`config.mk`:
```
export PLATFORM = sky130hd
export DESIGN_NAME = uart_pattern_sequencer
export DESIGN_NICKNAME = d
export VERILOG_FILES = /design/src/rtl/uart_pattern_sequencer.sv
export SDC_FILE = /design/constraint.sdc
export NUM_CORES = 1
export LEC_CHECK = 0
export ABC_AREA = 1
export ABC_CLOCK_PERIOD_IN_PS = 4600
export BUFFER_PORTS_ARGS = -buffer_cell sky130_fd_sc_hd__buf_4
export CAP_MARGIN = 25
export CORE_MARGIN = 8
export CORE_UTILIZATION = 64
export DETAILED_ROUTE_END_ITERATION = 8
export GPL_TIMING_DRIVEN = 0
export HOLD_SLACK_MARGIN = 0.15
export PLACE_DENSITY = 0.85
export REMOVE_ABC_BUFFERS = 1
export SYNTH_ARGS = -nofsm -noshare
export SYNTH_HDL_FRONTEND = slang
export SYNTH_SLANG_ARGS = --single-unit
```
`constraint.sdc`:
```
create_clock -name clk_raw -period 4.6 [get_ports clk_raw]
set_input_delay 0.23 -clock clk_raw [delete_from_list [all_inputs] [get_ports clk_raw]]
set_output_delay 0.23 -clock clk_raw [all_outputs]
set_load 0.005 [all_outputs]
```
`src/rtl/uart_pattern_sequencer.sv`:
```
// uart_pattern_sequencer: emits a repeating byte pattern to a UART transmitter
// over a four-phase req/ack handshake, paced by an internal tick.
// Optional build macro: SEQ_LFSR_EN selects an 8-bit Galois LFSR pattern
// (DATA_W must be 8) instead of the START_VAL..END_VAL ramp.
//
// state    | meaning
// ---------+---------------------------------------------------
// IDLE     | load the first pattern value
// REQ      | raise tx_req for the current value
// WAIT_ACK | hold tx_req until the transmitter acknowledges
// WAIT_REL | wait for tx_ack to drop (four-phase completion)
// HOLD     | wait for auto_en or a button advance

module uart_pattern_sequencer #(
   parameter int unsigned       DATA_W    = 8,
   parameter int unsigned       TICK_DIV  = 1160,
   parameter logic [DATA_W-1:0] START_VAL = 'h41,
   parameter logic [DATA_W-1:0] END_VAL   = 'h5A,
   parameter int unsigned       STEP      = 1,
   parameter int unsigned       DEB_BITS  = 17
) (
   input  logic              clk_raw,
   input  logic              rst_n,
   input  logic              next_raw,
   input  logic              auto_en,
   input  logic              tx_ack,
   output logic              tx_req,
   output logic [DATA_W-1:0] tx_data,
   output logic              tick,
   output logic [15:0]       sent_cnt
);

   typedef enum logic [2:0] {IDLE, REQ, WAIT_ACK, WAIT_REL, HOLD} state_e;

   localparam logic [11:0]     TICK_LAST = 12'(TICK_DIV - 1);
   localparam logic [DATA_W:0] STEP_W    = (DATA_W + 1)'(STEP);
`ifdef SEQ_LFSR_EN
   localparam logic [7:0]        SEED8 = (START_VAL[7:0] == 8'h00) ? 8'h01 : START_VAL[7:0];
   localparam logic [DATA_W-1:0] SEED  = DATA_W'(SEED8);
`else
   localparam logic [DATA_W-1:0] SEED  = START_VAL;
`endif

   logic [1:0]          rst_sync_q;
   logic                run;
   logic [11:0]         tick_cnt_q;
   logic [DEB_BITS-1:0] deb_cnt_q;
   logic                sync1_q, sync2_q, btn_q, adv_q;
   logic                tick_w, adv_pulse;
   state_e              state_q, state_d;
   logic                tx_req_q, tx_req_d;
   logic [DATA_W-1:0]   tx_data_q, tx_data_d, nxt_val;
   logic [15:0]         sent_cnt_q, sent_cnt_d;
   logic                pend_q, pend_d;

   assign run       = rst_sync_q[1];
   assign tick_w    = run && (tick_cnt_q == TICK_LAST);
   assign adv_pulse = adv_q & tick_w;

   // Reset release is synchronised; assertion stays asynchronous.
   always_ff @(posedge clk_raw or negedge rst_n) begin
      if (!rst_n) rst_sync_q <= 2'b00;
      else        rst_sync_q <= {rst_sync_q[0], 1'b1};
   end

   // Free-running tick divider, held at zero until reset release is synchronised.
   always_ff @(posedge clk_raw or negedge rst_n) begin
      if (!rst_n)      tick_cnt_q <= '0;
      else if (!run)   tick_cnt_q <= '0;
      else if (tick_w) tick_cnt_q <= '0;
      else             tick_cnt_q <= tick_cnt_q + 12'd1;
   end

   // Button synchroniser, slow re-sampler and one-tick rising-edge advance pulse.
   always_ff @(posedge clk_raw or negedge rst_n) begin
      if (!rst_n) begin
         sync1_q   <= 1'b0;
         sync2_q   <= 1'b0;
         btn_q     <= 1'b0;
         adv_q     <= 1'b0;
         deb_cnt_q <= '0;
      end else begin
         sync1_q <= next_raw;
         sync2_q <= sync1_q;
         if (run) deb_cnt_q <= deb_cnt_q + 1'b1;
         if (run && (&deb_cnt_q)) begin
            btn_q <= sync2_q;
            if (sync2_q && !btn_q) adv_q <= 1'b1;
            else if (tick_w)       adv_q <= 1'b0;
         end else if (tick_w) begin
            adv_q <= 1'b0;
         end
      end
   end

   // Next pattern value.
`ifdef SEQ_LFSR_EN
   always_comb begin
      logic [7:0] cur8;
      cur8    = tx_data_q[7:0];
      nxt_val = DATA_W'({1'b0, cur8[7:1]} ^ (cur8[0] ? 8'hB8 : 8'h00));
   end
`else
   always_comb begin
      logic [DATA_W:0] sum;
      sum = {1'b0, tx_data_q} + STEP_W;
      if ((tx_data_q >= END_VAL) || sum[DATA_W]) nxt_val = START_VAL;
      else                                       nxt_val = sum[DATA_W-1:0];
   end
`endif

   // FSM and datapath registers.
   always_ff @(posedge clk_raw or negedge rst_n) begin
      if (!rst_n) begin
         state_q    <= IDLE;
         tx_req_q   <= 1'b0;
         tx_data_q  <= START_VAL;
         sent_cnt_q <= '0;
         pend_q     <= 1'b0;
      end else begin
         state_q    <= state_d;
         tx_req_q   <= tx_req_d;
         tx_data_q  <= tx_data_d;
         sent_cnt_q <= sent_cnt_d;
         pend_q     <= pend_d;
      end
   end

   // FSM next-state logic; only advances on tick cycles.
   always_comb begin
      state_d    = state_q;
      tx_req_d   = tx_req_q;
      tx_data_d  = tx_data_q;
      sent_cnt_d = sent_cnt_q;
      pend_d     = pend_q;
      if (tick_w) begin
         unique case (state_q)
            IDLE: begin
               tx_data_d = SEED;
               state_d   = REQ;
            end
            REQ: begin
               tx_req_d = 1'b1;
               state_d  = WAIT_ACK;
            end
            WAIT_ACK: begin
               if (tx_ack) begin
                  tx_req_d   = 1'b0;
                  sent_cnt_d = sent_cnt_q + 16'd1;
                  state_d    = WAIT_REL;
               end
            end
            WAIT_REL: begin
               if (!tx_ack) state_d = HOLD;
            end
            HOLD: begin
               if (auto_en || pend_q || adv_pulse) begin
                  tx_data_d = nxt_val;
                  pend_d    = 1'b0;
                  state_d   = REQ;
               end
            end
            default: state_d = IDLE;
         endcase
         // Presses outside HOLD are remembered once; extra presses collapse into it.
         if (adv_pulse && (state_q != HOLD)) pend_d = 1'b1;
      end
   end

   assign tx_req   = tx_req_q;
   assign tx_data  = tx_data_q;
   assign sent_cnt = sent_cnt_q;
   assign tick     = tick_w;

endmodule

```
==> results.sh <==
export IMPL_viasPerCell=5.50
export IMPL_fp_dieW_um=89.6
export IMPL_worst_pin_slew_ps=777
export IMPL_worstRegToRegCells=10
export IMPL_final_cells=560
export IMPL_finClkSkew_ps=10.8
export IMPL_clkTransAtPathRegs_ps=70
export IMPL_grt_ovfl_total=0
export IMPL_vias=3081
export IMPL_grt_pass1_wl_um=13000
export IMPL_status="completed"
export IMPL_crit_type="flop to output port"
export IMPL_p_leak_nw=1.96
export IMPL_avgSynthCellArea_um2=7.78
export IMPL_core_rowCount=26
export IMPL_antenna_found_initial=0
export IMPL_ys_types=28
export IMPL_drive_above_1_share_pct=13.3
export IMPL_drtAntennaViolNets=0
export IMPL_place_inst=542
export IMPL_reg2reg_slack_ps=2790
export IMPL_die_h_um=89.6
export IMPL_min_period_ps=1930
export IMPL_io_buffers=30
export IMPL_rsz0062_at_grt="false"
export IMPL_drc=0
export IMPL_clkSinkCount=64
export IMPL_first_iter_violations=181
export IMPL_grtUsageTotal_pct=20.9
export IMPL_whs_ps=257
export IMPL_drt_total_wl_um=7480
export IMPL_arrival_ps=1700
export IMPL_path_max_fanout=5
export IMPL_syn_to_final_growth_pct=15.6
export IMPL_numCtsBuffers=9
export IMPL_cts_buffer_depth=2
export IMPL_cap_violations=0
export IMPL_total_power_w=0.00129
export IMPL_relSlewSlack_pct=48.2
export IMPL_crit_end="tick"
export IMPL_setup_ws_ps=2670
export IMPL_fmaxAchievable_ghz=0.518
export IMPL_htree_num_levels=3
export IMPL_reg2reg_to="sent_cnt[7]"
export IMPL_num_antenna_cells=0
export IMPL_grt_pass1_vias=2981
export IMPL_place_ws_ps=2780
export IMPL_synth_edff_count=0
export IMPL_hold_violations=0
export IMPL_p_per_area_nw_per_um2=323
export IMPL_seq_area_frac_synth_pct=46.3
export IMPL_cts_tree="done"
export IMPL_dieArea_um2=8020
export IMPL_syn_area_um2=3460
export IMPL_place_gp_congestion=0.852
export IMPL_synth_seq_cells=64
export IMPL_async_flop_share_pct=100
export IMPL_root_buffer="clkbuf_8"
export IMPL_dr_pass1_iters=8
export IMPL_syn_inst=445
export IMPL_dp_final_hpwl_um=5310
export IMPL_grt_max_degree=65
export IMPL_yosysWarnings=0
export IMPL_core_area_um2=5170
export IMPL_ios=31
export IMPL_wl_per_cell_um=13.4
export IMPL_maxSlewViolCount=0
export IMPL_worst_skew_pair_late_latency_ps=340
export IMPL_period_share_pct=42.0
export IMPL_fin_setup_tns_ps=0
export IMPL_start_util_pct=67.0
export IMPL_setup_viol=0
export IMPL_timing_rr_start="tick_cnt_q[0]"
export IMPL_startpoint_type="flop"
export IMPL_hp_class="primary input to flop"
export IMPL_synth_main_ff_cell="dfrtp_1"
export IMPL_setup_worst_path_end_class="output port"
export IMPL_critPathLaunch="tick_cnt_q[0]"
export IMPL_nets=496
export IMPL_ir_worst_vdd_v=0.000179
export IMPL_cts_setup_buffers=0
export IMPL_required_ps=4370
power by group:
part           switching [W]  internal (W)
logic              0.0000618     0.0000390
clock network       0.000206      0.000350
registers          0.0000386      0.000598
total               0.000307      0.000987
placed cells by master, fill, tap and decap left out, types with 14 or more instances in the layout:
cell type,instances
nand3_1,36
nor2_1,50
xor2_1,16
nand4_1,17
inv_1,55
dfrtp_1,62
nor3_1,17
nand2_1,121
buf_4,30
o21ai_0,14
worst max-delay path: stages, from the launching register on:
cell and delay [ps]:
dfrtp_1 370, ha_1 210, nand2_2 100, inv_2 90, nand2_1 60, nor2_2 140, nand2_2 140, inv_2 130
buf_4 120
metrics by stage:
| stage | instance area, um^2 | utilization [%] |
|---|---|---|
| finish | 4000 | 77.4 |
| global route | 4000 | 77.4 |
| CTS | 4000 | 77.4 |
| detailed placement | 3750 | 72.5 |
| global placement | 3750 | 72.5 |
| floorplan | 3440 | - |
worst min path at each step:
stage,start,endpoint,slack [ps],depth (start not counted)
6_report,tx_ack,state_q[1],260,3
5_1_grt,tx_ack,state_q[1],290,3
4_1_cts,tx_ack,state_q[1],250,3
3_5_place_dp,rst_sync_q[0],rst_sync_q[1],340,0
3_3_place_gp,rst_sync_q[0],rst_sync_q[1],330,0
2_1_floorplan,rst_n,adv_q,-70,0
Yosys cell counts, types with 6 or more instances:
library cell	instances	area share [%]
nor2_1	50	5.4
ha_1	6	2.2
o21ai_1	6	0.87
nand3_1	36	5.2
inv_1	55	6.0
xor2_1	16	4.0
a21oi_1	8	1.2
nor3_1	17	2.5
o21ai_0	14	2.0
nand2_1	121	13
dfrtp_1	62	45
nand4_1	17	3.1
registers in the layout (all words and copies together) (netlist names):
signal      count
rst_sync_q      2
tick_cnt_q     12
pend_q          1
btn_q           1
sync2_q         1
sent_cnt       16
sync1_q         1
state_q         3
tx_req          1
deb_cnt_q      17
adv_q           1
tx_data         8
final cells by class:
| type | count | area (um^2) |
|---|---|---|
| clock buffers | 14 | 173 |
| clock inverters | 2 | 60.1 |
| fillers | 363 | 1170 |
| inverters | 59 | 221 |
| multi-input cells | 319 | 1610 |
| flip-flops and latches | 64 | 1600 |
| well taps | 70 | 87.6 |
| repair buffers | 32 | 245 |
per-layer routing:
layer,vias up,global-route usage [%],part of all wire (%)
li1,1508,-,-
met1,1454,26.0,44
met2,105,34.4,48
met3,14,3.95,6.7
met4,0,9.52,1.7
met5,-,0,0
what timing repair did:
action	in CTS	in global routing
hold buffers	2	0
gates resized for setup	0	0
hold endpoints to repair	63	0
logic make-up (layout without fill, tap and decap cells):
family	after synthesis	count (layout)	share of synthesized area [%]
compound gates	31	31	4.70
xor+xnor	20	20	5.06
fa+ha+maj	6	6	2.17
buf+inv	62	107	7.15
flops	64	64	46.3
other cells	1	1	0.108
simple gates	261	261	34.5
Note: power is estimated with default switching activity, not from simulation.
